<file path="src/rtl/ks16_sub_pipe_pkg.sv">
// Shared types and constants for the pipelined 16-bit Kogge-Stone subtractor.
// Group propagate/generate vectors travel between pipeline stages as pg_t.
package ks_pkg;

  localparam int WIDTH = 16;

  typedef struct packed {
    logic [WIDTH-1:0] p;
    logic [WIDTH-1:0] g;
  } pg_t;

  // Distance from each cell to its lower partner, one entry per prefix level.
  localparam int SPAN_L1 = 1;
  localparam int SPAN_L2 = 2;
  localparam int SPAN_L3 = 4;
  localparam int SPAN_L4 = 8;

endpackage

</file>
<file path="src/rtl/ks16_sub_pipe_if.sv">
// Operand/result handshake bundle for ks16_sub_pipe.
// The master drives operands and consumes results; the slave is the subtractor.
interface ks16_sub_pipe_if;
  import ks_pkg::*;

  logic             in_valid;
  logic             in_ready;
  logic [WIDTH-1:0] a;
  logic [WIDTH-1:0] b;
  logic             bin;
  logic             out_valid;
  logic             out_ready;
  logic [WIDTH-1:0] diff;
  logic             bout;
  logic             zero;
  logic             neg;
  logic             ovf;

  modport master (
    output in_valid, a, b, bin, out_ready,
    input  in_ready, out_valid, diff, bout, zero, neg, ovf
  );

  modport slave (
    input  in_valid, a, b, bin, out_ready,
    output in_ready, out_valid, diff, bout, zero, neg, ovf
  );

endinterface

</file>
<file path="src/rtl/ks16_sub_pipe_prefix_cell.sv">
// Kogge-Stone black cell: merges a high group with the adjacent lower group.
module ks_prefix_cell (
  input  logic ghi,
  input  logic phi,
  input  logic glo,
  input  logic plo,
  output logic gout,
  output logic pout
);

  assign gout = ghi | (phi & glo);
  assign pout = phi & plo;

endmodule

</file>
<file path="src/rtl/ks16_sub_pipe.sv">
// Three-stage pipelined Kogge-Stone subtractor computing a + ~b + ~bin.
// Prefix levels 1-2 sit between stage 0 and 1, levels 3-4 between stage 1 and 2.
module ks16_sub_pipe #(
  parameter int WIDTH = 16
) (
  input logic            clk,
  input logic            rst,
  ks16_sub_pipe_if.slave bus
);
  import ks_pkg::*;

  logic             en;
  logic             v0_reg, v1_reg, v2_reg;
  pg_t              s0_reg;
  logic             cin0_reg;
  pg_t              s1_reg;
  logic [WIDTH-1:0] pc1_reg;
  logic             cin1_reg;
  logic [WIDTH-1:0] diff_reg;
  logic             bout_reg, zero_reg, neg_reg, ovf_reg;

  logic [WIDTH-1:0] l0_g;
  logic [WIDTH-1:0] l1_g, l1_p, l2_g, l2_p;
  logic [WIDTH-1:0] l3_g, l3_p, l4_g, l4_p_unused;
  logic [WIDTH-1:0] diff_next;

  // One global enable: the whole pipe moves unless a result is waiting unaccepted.
  assign en           = ~v2_reg | bus.out_ready;
  assign bus.in_ready = en;

  // Carry-in folded into bit 0 so every group G below becomes a true carry.
  always_comb begin
    l0_g    = s0_reg.g;
    l0_g[0] = s0_reg.g[0] | (s0_reg.p[0] & cin0_reg);
  end

  generate
    for (genvar gi = 0; gi < WIDTH; gi++) begin : g_lvl1
      if (gi >= SPAN_L1) begin : g_cell
        ks_prefix_cell u_cell (
          .ghi(l0_g[gi]), .phi(s0_reg.p[gi]),
          .glo(l0_g[gi-SPAN_L1]), .plo(s0_reg.p[gi-SPAN_L1]),
          .gout(l1_g[gi]), .pout(l1_p[gi])
        );
      end else begin : g_pass
        assign l1_g[gi] = l0_g[gi];
        assign l1_p[gi] = s0_reg.p[gi];
      end
    end

    for (genvar gi = 0; gi < WIDTH; gi++) begin : g_lvl2
      if (gi >= SPAN_L2) begin : g_cell
        ks_prefix_cell u_cell (
          .ghi(l1_g[gi]), .phi(l1_p[gi]),
          .glo(l1_g[gi-SPAN_L2]), .plo(l1_p[gi-SPAN_L2]),
          .gout(l2_g[gi]), .pout(l2_p[gi])
        );
      end else begin : g_pass
        assign l2_g[gi] = l1_g[gi];
        assign l2_p[gi] = l1_p[gi];
      end
    end

    for (genvar gi = 0; gi < WIDTH; gi++) begin : g_lvl3
      if (gi >= SPAN_L3) begin : g_cell
        ks_prefix_cell u_cell (
          .ghi(s1_reg.g[gi]), .phi(s1_reg.p[gi]),
          .glo(s1_reg.g[gi-SPAN_L3]), .plo(s1_reg.p[gi-SPAN_L3]),
          .gout(l3_g[gi]), .pout(l3_p[gi])
        );
      end else begin : g_pass
        assign l3_g[gi] = s1_reg.g[gi];
        assign l3_p[gi] = s1_reg.p[gi];
      end
    end

    // Final group propagate is not needed; only the carries leave this level.
    for (genvar gi = 0; gi < WIDTH; gi++) begin : g_lvl4
      if (gi >= SPAN_L4) begin : g_cell
        ks_prefix_cell u_cell (
          .ghi(l3_g[gi]), .phi(l3_p[gi]),
          .glo(l3_g[gi-SPAN_L4]), .plo(l3_p[gi-SPAN_L4]),
          .gout(l4_g[gi]), .pout(l4_p_unused[gi])
        );
      end else begin : g_pass
        assign l4_g[gi]        = l3_g[gi];
        assign l4_p_unused[gi] = l3_p[gi];
      end
    end
  endgenerate

  assign diff_next = pc1_reg ^ {l4_g[WIDTH-2:0], cin1_reg};

  always_ff @(posedge clk) begin
    if (rst) begin
      v0_reg   <= 1'b0;
      v1_reg   <= 1'b0;
      v2_reg   <= 1'b0;
      diff_reg <= '0;
      bout_reg <= 1'b0;
      zero_reg <= 1'b0;
      neg_reg  <= 1'b0;
      ovf_reg  <= 1'b0;
    end else if (en) begin
      v0_reg   <= bus.in_valid;
      v1_reg   <= v0_reg;
      v2_reg   <= v1_reg;
      s0_reg   <= '{p: bus.a ^ ~bus.b, g: bus.a & ~bus.b};
      cin0_reg <= ~bus.bin;
      s1_reg   <= '{p: l2_p, g: l2_g};
      pc1_reg  <= s0_reg.p;
      cin1_reg <= cin0_reg;
      // Bubbles present zeroed results so idle outputs never show stale data.
      if (v1_reg) begin
        diff_reg <= diff_next;
        bout_reg <= ~l4_g[WIDTH-1];
        zero_reg <= (diff_next == '0);
        neg_reg  <= diff_next[WIDTH-1];
        ovf_reg  <= l4_g[WIDTH-1] ^ l4_g[WIDTH-2];
      end else begin
        diff_reg <= '0;
        bout_reg <= 1'b0;
        zero_reg <= 1'b0;
        neg_reg  <= 1'b0;
        ovf_reg  <= 1'b0;
      end
    end
  end

  assign bus.out_valid = v2_reg;
  assign bus.diff      = diff_reg;
  assign bus.bout      = bout_reg;
  assign bus.zero      = zero_reg;
  assign bus.neg       = neg_reg;
  assign bus.ovf       = ovf_reg;

endmodule
</file>
<file path="src/flat_wrapper.sv">
// flat-port wrapper written by rule: the top's interface ports become plain ports
module ks16_sub_pipe_flat import ks_pkg::*;
#(
  parameter int WIDTH = 16
)
  (clk, rst, bus_in_valid, bus_a, bus_b, bus_bin, bus_out_ready, bus_in_ready, bus_out_valid, bus_diff, bus_bout, bus_zero, bus_neg, bus_ovf);
  ks16_sub_pipe_if bus_i ();
  input logic clk;
  input logic rst;
  input wire logic [$bits(bus_i.in_valid)-1:0] bus_in_valid;
  input wire logic [$bits(bus_i.a)-1:0] bus_a;
  input wire logic [$bits(bus_i.b)-1:0] bus_b;
  input wire logic [$bits(bus_i.bin)-1:0] bus_bin;
  input wire logic [$bits(bus_i.out_ready)-1:0] bus_out_ready;
  output wire logic [$bits(bus_i.in_ready)-1:0] bus_in_ready;
  output wire logic [$bits(bus_i.out_valid)-1:0] bus_out_valid;
  output wire logic [$bits(bus_i.diff)-1:0] bus_diff;
  output wire logic [$bits(bus_i.bout)-1:0] bus_bout;
  output wire logic [$bits(bus_i.zero)-1:0] bus_zero;
  output wire logic [$bits(bus_i.neg)-1:0] bus_neg;
  output wire logic [$bits(bus_i.ovf)-1:0] bus_ovf;
  assign bus_i.in_valid = bus_in_valid;
  assign bus_i.a = bus_a;
  assign bus_i.b = bus_b;
  assign bus_i.bin = bus_bin;
  assign bus_i.out_ready = bus_out_ready;
  assign bus_in_ready = bus_i.in_ready;
  assign bus_out_valid = bus_i.out_valid;
  assign bus_diff = bus_i.diff;
  assign bus_bout = bus_i.bout;
  assign bus_zero = bus_i.zero;
  assign bus_neg = bus_i.neg;
  assign bus_ovf = bus_i.ovf;
  ks16_sub_pipe #(.WIDTH(WIDTH)) u_core (.clk(clk), .rst(rst), .bus(bus_i));
endmodule
</file>
<file path="config.mk">
export PLATFORM = sky130hd
export DESIGN_NAME = ks16_sub_pipe_flat
export DESIGN_NICKNAME = d
export VERILOG_FILES = /design/src/rtl/ks16_sub_pipe_pkg.sv /design/src/rtl/ks16_sub_pipe_if.sv /design/src/rtl/ks16_sub_pipe_prefix_cell.sv /design/src/rtl/ks16_sub_pipe.sv /design/src/flat_wrapper.sv
export SDC_FILE = /design/constraint.sdc
export NUM_CORES = 1
export LEC_CHECK = 0
export BUFFER_PORTS_ARGS = -buffer_cell sky130_fd_sc_hd__buf_2
export CORE_ASPECT_RATIO = 2
export CORE_MARGIN = 10
export CORE_UTILIZATION = 60
export CTS_BUF_LIST = sky130_fd_sc_hd__clkbuf_16
export CTS_CLUSTER_DIAMETER = 60
export DETAILED_ROUTE_END_ITERATION = 10
export GPL_TIMING_DRIVEN = 0
export PLACE_DENSITY = 0.92
export REMOVE_ABC_BUFFERS = 1
export SLEW_MARGIN = 20
export SYNTH_ARGS = -nofsm -noshare
export SYNTH_HDL_FRONTEND = slang
export SYNTH_HIERARCHICAL = 1
export SYNTH_SLANG_ARGS = --single-unit
</file>
<file path="constraint.sdc">
create_clock -name clk -period 10.1 [get_ports clk]
set_clock_uncertainty 0.05 [all_clocks]
set_input_delay 2.525 -clock clk [delete_from_list [all_inputs] [get_ports clk]]
set_output_delay 2.525 -clock clk [all_outputs]
set_load 0.01 [all_outputs]
</file>
Word-level counts from Yosys, hierarchy flattened. Cells that the tools add are included.

Flip-flop bits (word level): 105. Output and inout bits: 22. Word-level logic and storage cells: 169. Input bits: 37.

Muxes and demuxes: 5. Bitwise operators: 147. Reduce and logical (&&, ||, !) cells: 2.

Operators by type and width (number): 1-bit bitwise AND (87); 1-bit bitwise OR (51); 16-bit bitwise XOR (2); 16-bit bitwise AND (1); 16-bit zero test (1); 16-bit 2-to-1 mux (1); 16-bit NOT (1); 1-bit 2-to-1 mux (4); 1-bit NOT (4); 2-bit AND reduction (1); 1-bit bitwise XOR (1).

Longest topological paths before layout. Gate-level depths: netlist (run 1).

Word-level depth: 7. Depth in mapped cells: 8. Gate-level depth less buffers: 6.

By module. The synthesis (run 1) kept the hierarchy.

Modules (own cells, without submodules): ks16_sub_pipe (times used 1, area each 3722.3 um^2, cells an instance 220); ks_prefix_cell (times used 49, area each 15.0 um^2, cells an instance 2).

Worst setup path before layout (run 1). Ideal clock, no wire load.

Path kind: input port to flip-flop. From: in bus_out_ready. To: reg u_core.cin0_reg (enable). Data required time: 9.529 ns. Cell stages on the path: 4. Data arrival time: 6.242 ns. Buffers on the path: 2. Setup slack: 3.287 ns. Library setup time: 0.521 ns. Cell sequence: nor2b_2 -> buf_6 -> buf_2 -> nor2_1.

Cells in the longest elaborated chain, start to end: 2.

Ends and longest elaborated chain: start, declared (line flat_wrapper.sv:14) `input wire logic [$bits(bus_i.out_ready)-1:0] bus_out_ready;`; 1-bit bitwise OR (line ks16_sub_pipe.sv:28) `assign en = ~v2_reg | bus.out_ready;`; 2-bit AND reduction (no source line); end signal, assigned (line ks16_sub_pipe.sv:109) `cin0_reg <= ~bus.bin;`; end, declared (line ks16_sub_pipe.sv:15) `logic cin0_reg;`.

Every way passes these cells. A chain may end at the register's enable or synchronous reset.

Worst setup path in the final report (run 1).
From: in bus_out_ready. To: out bus_in_ready.

Cells in the longest elaborated chain, start to end: 1.

Ends and longest elaborated chain: 1-bit bitwise OR (line ks16_sub_pipe.sv:28); end, declared (line flat_wrapper.sv:15) `output wire logic [$bits(bus_i.in_ready)-1:0] bus_in_ready;`.

Every way passes these cells.

==> metrics.csv, run 1 <==
stage,metric,value,unit
sta,grt_setup_unrepaired,no,
global_route,antenna_found_initial,0,
die,core_area,0.00694,sq mm
detailed_routing,ant_nets,0,
die,die_area,0.0111,sq mm
critical_path,end_kind,output port,
global_route,grt_usage,14.7,%
placed_design,globalplace.congestion,0.779,
critical_path,cp_slowest_cell,nor2b_4,
clocking,cts_setup_buffers,0,
die,die_h,139,microns
layout,syn2layout_area_growth,16.6,%
global_route,overflow,0,
synthesis,synth_cells,300,
detailed_routing,drc_errors,0,
global_route,grt_first_pass_wirelength,12.5,mm
global_route,grt_pass1_vias,2685,
critical_path,critPathMaxFanout,26,
critical_path,crit_top_cell,buf_2,
pwr,finalPower,0.912,mW
clocking,cts_tree,built,
sta,min_period,6.03,ns
clocking,cts-root-buf,clkbuf_16,
die,num_io_pins,59,
layout,drive_above_1_share,32.9,%
pwr,ir_drop,0.000156,V
clocking,cts_hold_buf,0,
layout,fin_nets,416,
placed_design,post-place-ws,4.06,ns
pwr,p_leak,2.18,nW
clocking,cts_buffer_depth,2,
detailed_routing,first_pass_iters,4,
detailed_routing,via_per_inst,5.39,
sta,tns,0,ns
layout,fillCellCount,470,
critical_path,worstSetupPathType,in2out,
die,initial_core_util,61.3,%
clocking,clkTransAtPathRegs,0.06,ns
sta,fin_crit_sh,59.7,%
die,rows,43,
layout,finalNonFillerCells,458,
clocking,htreeDepth,3,
sta,setup_ws,4.07,ns
placed_design,place_hpwl,5.87,mm
detailed_routing,drt_iter0_drc,138,
critical_path,cp.required,7.53,ns
sta,hold_viol_final,0,
placed_design,dp_cells,442,
sta,drv_slew,0,
clocking,clk-insertion-delay-late,0.34,ns
detailed_routing,wire_per_inst,16.9,microns
clocking,cts_sinks,100,
critical_path,cp_cell_sequence,"buf_2, nor2b_4, inv_4, buf_2",
critical_path,reg2reg_slack,8.17,ns
placed_design,io_buffers,58,
run_status,status,"complete, no violations",
sta,max_slew_margin,45.7,%
sta,setup_viol,0,
layout,diodes,0,
critical_path,max_stage_delay,0.60,ns
synthesis,synth.avg_cell_area,14.2,sq um
worst_hold_path,hold_path.class,reg2reg,
clocking,cts_buffers,9,
detailed_routing,vias,2467,
sta,tightest_slew,0.813,ns
layout,largest_reg_flops,24,
sta,max_freq,166,MHz
clocking,cts.repair.resized,0,
critical_path,critPathArrivalTime,3.46,ns
die,die_w,79.6,microns
placed_design,postPlaceCellArea,0.00466,sq mm
flow_run,max_cap_viol_count,0,
global_route,grt_max_degree,32,
synthesis,yosysWarningCount,6,
pwr,powerDensity,184,mW/mm^2
layout,final_area,0.00496,sq mm
critical_path,startpoint_type,input pin,
detailed_routing,routed_wl,7.73,mm
synthesis,synth_area,0.00426,sq mm
==> power breakdown <==
group | switching (mW) | total (mW) | internal (mW)
Clock | 0.140 | 0.344 | 0.204
Sequential | 0.0166 | 0.492 | 0.476
Combinational | 0.0411 | 0.0768 | 0.0357
Total | 0.197 | 0.912 | 0.715
==> final timing paths <==
kind,end,cells after the start,startpoint
hold reg to reg,u_core/l3_p[0],0,u_core/l1_p[0]
setup reg to reg,u_core/bus.zero,6,u_core/l3_g[1]
setup / recovery,bus_in_ready,4,bus_out_ready
hold / removal,u_core/l3_p[0],0,u_core/l1_p[0]
==> cells in the final DEF (no fill, tap or decap) <==
master	instances
buf_2	58
nor2_4	1
nor3b_1	1
nand3b_1	1
ha_1	16
o31ai_1	1
and2_2	34
a22oi_2	10
nor2b_4	1
clkbuf_16	10
bufinv_16	1
clkinv_1	2
buf_12	1
nor2_1	21
clkinv_2	1
inv_1	18
buf_16	1
dfxtp_1	22
nand2_1	4
and2_4	1
xor2_1	17
inv_4	2
a22oi_1	7
a21o_1	50
nor3_1	1
nor4_1	3
a21oi_1	3
edfxtp_1	78
nand3_1	2
==> through the flow <==
| step | utilization [%] | hold slack, ns |
|---|---|---|
| floorplan | - | 0.376 |
| global placement | 66.3 | 0.380 |
| detailed placement | 67.1 | 0.390 |
| CTS | 71.5 | 0.398 |
| global route | 71.5 | 0.425 |
| finish | 71.5 | 0.401 |
==> per-layer routing <==
layer	track usage [%]	share of wire, %	vias up
met5	0	0	-
met4	8.55	2.9	0
met3	4.42	5.4	12
met2	27.5	58	72
met1	12.8	34	1179
li1	-	-	1204
==> worst max-delay path, delay by kind of cell <==
kind / cells / cell delay (ns)
buffers and inverters: 3 / 0.33
and+or+nand+nor: 1 / 0.60
==> final cells by class <==
| cell class | instances | area (sq um) | share of cell area, % |
|---|---|---|---|
| flip-flops and latches | 100 | 2780 | 56.1 |
| multi-input cells | 174 | 1360 | 27.3 |
| repair buffers | 60 | 338 | 6.81 |
| clock buffers | 10 | 250 | 5.04 |
| well taps | 90 | 113 | 2.27 |
| inverters | 18 | 70.1 | 1.41 |
| clock inverters | 6 | 52.6 | 1.06 |
Power figures use the tool's default switching activity.
==> run 2, diff against run 1 <==
--- a/config.mk
+++ b/config.mk
@@ -8,12 +8,12 @@
 export BUFFER_PORTS_ARGS = -buffer_cell sky130_fd_sc_hd__buf_2
 export CORE_ASPECT_RATIO = 2
 export CORE_MARGIN = 10
-export CORE_UTILIZATION = 60
+export CORE_UTILIZATION = 52
 export CTS_BUF_LIST = sky130_fd_sc_hd__clkbuf_16
 export CTS_CLUSTER_DIAMETER = 60
 export DETAILED_ROUTE_END_ITERATION = 10
 export GPL_TIMING_DRIVEN = 0
-export PLACE_DENSITY = 0.92
+export PLACE_DENSITY = 0.86
 export REMOVE_ABC_BUFFERS = 1
 export SLEW_MARGIN = 20
 export SYNTH_ARGS = -nofsm -noshare
==> constraint.sdc (replaced) <==
create_clock -name clk -period 5.3 [get_ports clk]
set_clock_uncertainty 0.05 [all_clocks]
set_input_delay 1.325 -clock clk [delete_from_list [all_inputs] [get_ports clk]]
set_output_delay 1.325 -clock clk [all_outputs]
set_load 0.01 [all_outputs]
==> run 2 against run 1 <==
Sequential share of layout area grew 0.48 points. Worst setup slack got worse by 2.4 ns. Combinational power grew 88%. Critical endpoint unchanged. Clock power grew 62%. Total power increased by 79%. Global-route usage is 2.4 points lower. Highest routed layer unchanged. Via count decreased by 1.8%. Utilization is 9.6 points lower. Critical path depth is the same. Register-to-register slack got worse by 4.9 ns. Routed wire length decreased by 5.9%. Flip-flop and latch count did not move.
==> metrics.csv, run 2 (synthesized netlist as in run 1, its figures left out) <==
stage,metric,value,unit
clocking,cts_buffer_depth,2,
sta,setup_viol,0,
run_status,status,"complete, no violations",
layout,mostFrequentLayoutCells,"edfxtp_1, buf_2, a21o_1",
global_route,overflow,0,
pwr,switchingPower,0.356,mW
global_route,grt_first_pass_wirelength,12.3,mm
critical_path,worstSetupPathType,in2out,
sta,fin_crit_sh,68.4,%
sta,whs,0.409,ns
critical_path,max_stage_delay,0.58,ns
detailed_routing,drc_errors,0,
critical_path,end_kind,output port,
sta,tightest_slew,0.759,ns
sta,tns,0,ns
clocking,htreeDepth,3,
layout,fillCellCount,615,
detailed_routing,first_pass_iters,4,
pwr,seqPwrFrac,57.2,%
pwr,powerDensity,333,mW/mm^2
layout,syn2layout_area_growth,15.6,%
detailed_routing,drt_iter0_drc,119,
flow_run,max_cap_viol_count,0,
layout,final_common_cell,edfxtp_1,
die,core_area,0.00794,sq mm
layout,diodes,0,
pwr,p_int,1.28,mW
layout,final_area,0.00492,sq mm
placed_design,io_buffers,58,
placed_design,globalplace.congestion,0.783,
detailed_routing,via_per_inst,5.23,
global_route,grt_usage,12.3,%
global_route,grt_pass1_vias,2672,
detailed_routing,routed_wl,7.27,mm
placed_design,postPlaceCellArea,0.00467,sq mm
placed_design,place_hpwl,5.75,mm
global_route,grt_max_degree,28,
critical_path,critPathMaxFanout,26,
die,initial_core_util,53.6,%
clocking,cts_sinks,100,
layout,multiInputGateArea,0.00136,sq mm
critical_path,critPathArrivalTime,2.25,ns
layout,drive_above_1_share,32.4,%
layout,largest_reg_flops,24,
sta,grt_setup_unrepaired,no,
critical_path,cpLargestDelayFamily,simple AND/OR/NAND/NOR gates,
clocking,cts_buffers,9,
die,num_io_pins,59,
worst_hold_path,hold_path.class,reg2reg,
pwr,p_leak,2.16,nW
clocking,cts.repair.resized,0,
die,die_h,148,microns
pwr,netSwitchingFraction,21.7,%
clocking,cts_tree,built,
detailed_routing,wire_per_inst,15.7,microns
global_route,antenna_found_initial,0,
clocking,clk-insertion-delay-late,0.33,ns
pwr,ir_drop,0.000271,V
clocking,clkTransAtPathRegs,0.06,ns
pwr,comb_power_share,8.8,%
layout,final-seq-area,0.00278,sq mm
pwr,finalPower,1.64,mW
critical_path,cp_cell_sequence,"buf_2, nor2b_4, inv_4, buf_2",
sta,max_slew_margin,49.2,%
die,die_area,0.0124,sq mm
layout,post-route-util,61.9,%
critical_path,path_buf_inv,3,
sta,hold_viol_final,0,
die,die_w,84.0,microns
pwr,power.share.clock,34.0,%
critical_path,crit_top_cell,buf_2,
critical_path,cp.required,3.92,ns
sta,drv_slew,0,
critical_path,startpoint_type,input pin,
clocking,cts_hold_buf,0,
sta,max_freq,276,MHz
layout,fin_nets,416,
sta,min_period,3.63,ns
clocking,cts_setup_buffers,0,
detailed_routing,ant_nets,0,
die,rows,46,
critical_path,cp_slowest_cell,nor2b_4,
detailed_routing,vias,2422,
clocking,cts-root-buf,clkbuf_16,
==> run 2: cell count changes in the layout (fill, tap and decap cells not counted) <==
| cell | before | now |
|---|---|---|
| clkinv_1 | 2 | 1 |
| inv_1 | 18 | 20 |
| clkbuf_16 | 10 | 9 |
| inv_4 | 2 | 1 |
| bufinv_16 | 1 | 0 |
| clkinvlp_4 | 0 | 1 |
==> run 2: path summary, 6_finish.rpt <==
| path | startpoint | end | slack, ns | cells after the start |
|---|---|---|---|---|
| max | bus_out_ready | bus_in_ready | 1.67 | 4 |
| min reg2reg | u_core/v0_reg | u_core/v0_reg | 0.41 | 2 |
| max reg2reg | u_core/bus.out_valid | u_core/s1_reg[11] | 3.28 | 4 |
| min | u_core/v0_reg | u_core/v0_reg | 0.41 | 2 |
==> run 2: through the flow <==
stage | worst slack, ns | instances
CTS | 1.65 | 463
detailed placement | 1.66 | 448
floorplan | -0.0742 | 292
finish | 1.67 | 463
global placement | -1.13 | 446
global route | 1.58 | 463
==> run 2: layer usage <==
layer	up-vias	part of all wire [%]	track usage, %
met5	-	0	0
met4	0	3.2	8.00
met3	13	3.8	3.03
met2	54	58	23.4
met1	1151	35	11.0
li1	1204	-	-
==> run 2: layout make-up <==
cell class / count / area share, %
repair buffers: 60 / 6.87
well taps: 96 / 2.44
inverters: 18 / 1.42
multi-input cells: 174 / 27.6
clock inverters: 6 / 0.560
clock buffers: 9 / 4.58
flip-flops and latches: 100 / 56.6
==> run 2: worst min-delay path: stages, from the launching register on <==
cell     delay [ns]
dfxtp_1        0.31
nand2_1        0.05
a21oi_1        0.05
==> run 2: power groups by stage <==
stage | sequential [mW] | clock, mW | combinational [mW]
2_1_floorplan | 0.947 | 0 | 0.0940
3_3_place_gp | 0.955 | 0 | 0.134
3_5_place_dp | 0.953 | 0 | 0.145
4_1_cts | 0.937 | 0.572 | 0.146
5_1_grt | 0.942 | 0.604 | 0.162
6_report | 0.936 | 0.558 | 0.144
==> run 3, diff against run 2 <==
--- a/config.mk
+++ b/config.mk
@@ -8,12 +8,12 @@
 export BUFFER_PORTS_ARGS = -buffer_cell sky130_fd_sc_hd__buf_2
 export CORE_ASPECT_RATIO = 2
 export CORE_MARGIN = 10
-export CORE_UTILIZATION = 52
+export CORE_UTILIZATION = 57
 export CTS_BUF_LIST = sky130_fd_sc_hd__clkbuf_16
 export CTS_CLUSTER_DIAMETER = 60
 export DETAILED_ROUTE_END_ITERATION = 10
 export GPL_TIMING_DRIVEN = 0
-export PLACE_DENSITY = 0.86
+export PLACE_DENSITY = 0.89
 export REMOVE_ABC_BUFFERS = 1
 export SLEW_MARGIN = 20
 export SYNTH_ARGS = -nofsm -noshare
==> constraint.sdc (replaced) <==
create_clock -name clk -period 3.8 [get_ports clk]
set_clock_uncertainty 0.05 [all_clocks]
set_input_delay 0.95 -clock clk [delete_from_list [all_inputs] [get_ports clk]]
set_output_delay 0.95 -clock clk [all_outputs]
set_load 0.01 [all_outputs]
==> run 3 against run 2 <==
Sequential share of layout area down 0.17 points. Clock power up 46%. Total power is 42% higher. Die area fell by 7.2%. Register-to-register slack worse by 1.5 ns. Via count up 0.37%. Worst setup slack worse by 0.77 ns. Critical path depth is the same. Flip-flop and latch count unchanged. Worst hold slack got worse by 0.0012 ns.
==> metrics.csv, run 3 (synthesized netlist as in run 1, its figures left out) <==
stage,metric,value,unit
run_status,status,"complete, no violations",
layout,largest_reg_flops,24,
critical_path,crit_top_cell,buf_2,
sta,tns,0,ns
die,die_w,81.1,microns
clocking,cts_buffer_depth,2,
clocking,cts_tree,built,
clocking,htreeDepth,3,
layout,drive_above_1_share,32.1,%
detailed_routing,drc_errors,0,
critical_path,max_stage_delay,0.59,ns
global_route,antenna_found_initial,0,
sta,min_period,2.89,ns
detailed_routing,first_pass_iters,4,
worst_hold_path,hold_path.class,reg2reg,
placed_design,globalplace.congestion,0.818,
placed_design,io_buffers,58,
die,rows,44,
layout,diodes,0,
placed_design,postPlaceCellArea,0.00466,sq mm
detailed_routing,vias,2431,
die,die_area,0.0115,sq mm
sta,max_slew_margin,50.3,%
clocking,cts_hold_buf,0,
sta,whs,0.408,ns
placed_design,dp_cells,444,
layout,syn2layout_area_growth,16.0,%
layout,fin_nets,416,
detailed_routing,routed_wl,7.26,mm
global_route,overflow,0,
critical_path,cp_slowest_cell,nor2b_4,
layout,final_area,0.00493,sq mm
critical_path,end_kind,output port,
clocking,clkTransAtPathRegs,0.06,ns
die,initial_core_util,58.6,%
clocking,cts_buffers,9,
critical_path,worstSetupPathType,in2out,
sta,drv_slew,0,
die,num_io_pins,59,
sta,setup_viol,0,
pwr,ir_drop,0.000425,V
detailed_routing,drt_iter0_drc,84,
detailed_routing,wire_per_inst,15.8,microns
flow_run,max_cap_viol_count,0,
critical_path,startpoint_type,input pin,
critical_path,cp.required,2.80,ns
sta,tightest_slew,0.744,ns
sta,hold_viol_final,0,
global_route,grt_first_pass_wirelength,12.0,mm
placed_design,place_hpwl,5.59,mm
critical_path,critPathMaxFanout,26,
clocking,clk-insertion-delay-late,0.34,ns
pwr,powerDensity,471,mW/mm^2
sta,max_freq,346,MHz
critical_path,cp_cell_sequence,"buf_2, nor2b_4, inv_4, buf_2",
die,die_h,142,microns
detailed_routing,ant_nets,0,
layout,finalNonFillerCells,460,
sta,fin_crit_sh,76.1,%
sta,grt_setup_unrepaired,no,
critical_path,critPathArrivalTime,1.89,ns
detailed_routing,via_per_inst,5.28,
global_route,grt_usage,13.7,%
clocking,cts-root-buf,clkbuf_16,
clocking,cts_sinks,100,
global_route,grt_max_degree,31,
global_route,grt_pass1_vias,2597,
clocking,cts_setup_buffers,0,
layout,mostFrequentLayoutCells,"edfxtp_1, buf_2, a21o_1",
pwr,p_leak,2.17,nW
die,core_area,0.00727,sq mm
layout,final_common_cell,edfxtp_1,
clocking,cts.repair.resized,0,
==> run 3: cell count changes in the layout (fill, tap and decap cells not counted), sizes merged <==
cell	change
clkbuf	+1
clkinv	+1
clkinvlp	-1
==> run 3: path summary, 6_finish.rpt <==
| path | startpoint | endpoint | slack [ns] | cells after the start |
|---|---|---|---|---|
| setup / recovery | bus_out_ready | bus_in_ready | 0.91 | 4 |
| hold / removal | u_core/l1_p[0] | u_core/l3_p[0] | 0.41 | 0 |
| setup reg to reg | u_core/l3_g[1] | u_core/bus.zero | 1.82 | 6 |
| hold reg to reg | u_core/l1_p[0] | u_core/l3_p[0] | 0.41 | 0 |
==> run 3: report_power, final <==
| group | internal (mW) | switching, mW |
|---|---|---|
| clock | 0.469 | 0.346 |
| combinational | 0.0948 | 0.107 |
| sequential | 1.26 | 0.0423 |
| total | 1.83 | 0.495 |
==> run 3: worst max-delay path, delay by kind of cell <==
family | cells | cell delay, ns
buffers and inverters | 3 | 0.34
and+or+nand+nor | 1 | 0.59
==> run 3: final cells by class <==
type                    count  area (sq um)
flip-flops and latches    100          2780
multi-input cells         174          1360
clock inverters             6          22.5
inverters                  18          70.1
repair buffers             60           338
clock buffers              10           250
well taps                  92           115
fillers                   534          2330
==> run 3: per-layer routing <==
metal | wire, microns | up-vias | GRT usage [%] | share of wire (%)
met1 | 2470 | 1143 | 12.5 | 34
li1 | - | 1214 | - | -
met4 | 298 | 0 | 8.98 | 4.1
met3 | 365 | 20 | 4.05 | 5.0
met2 | 4130 | 54 | 24.7 | 57
met5 | 0 | - | 0 | 0
==> run 3: through the flow <==
stage / util (%) / total power [mW] / worst slack [ns]
final: 67.9 / 2.32 / 0.910
after global routing: 67.9 / 2.43 / 0.822
after CTS: 67.9 / 2.35 / 0.892
after detailed placement: 64.2 / 1.53 / 0.905
after global placement: 63.3 / 1.52 / -2.25
after floorplan: - / 1.45 / -1.20
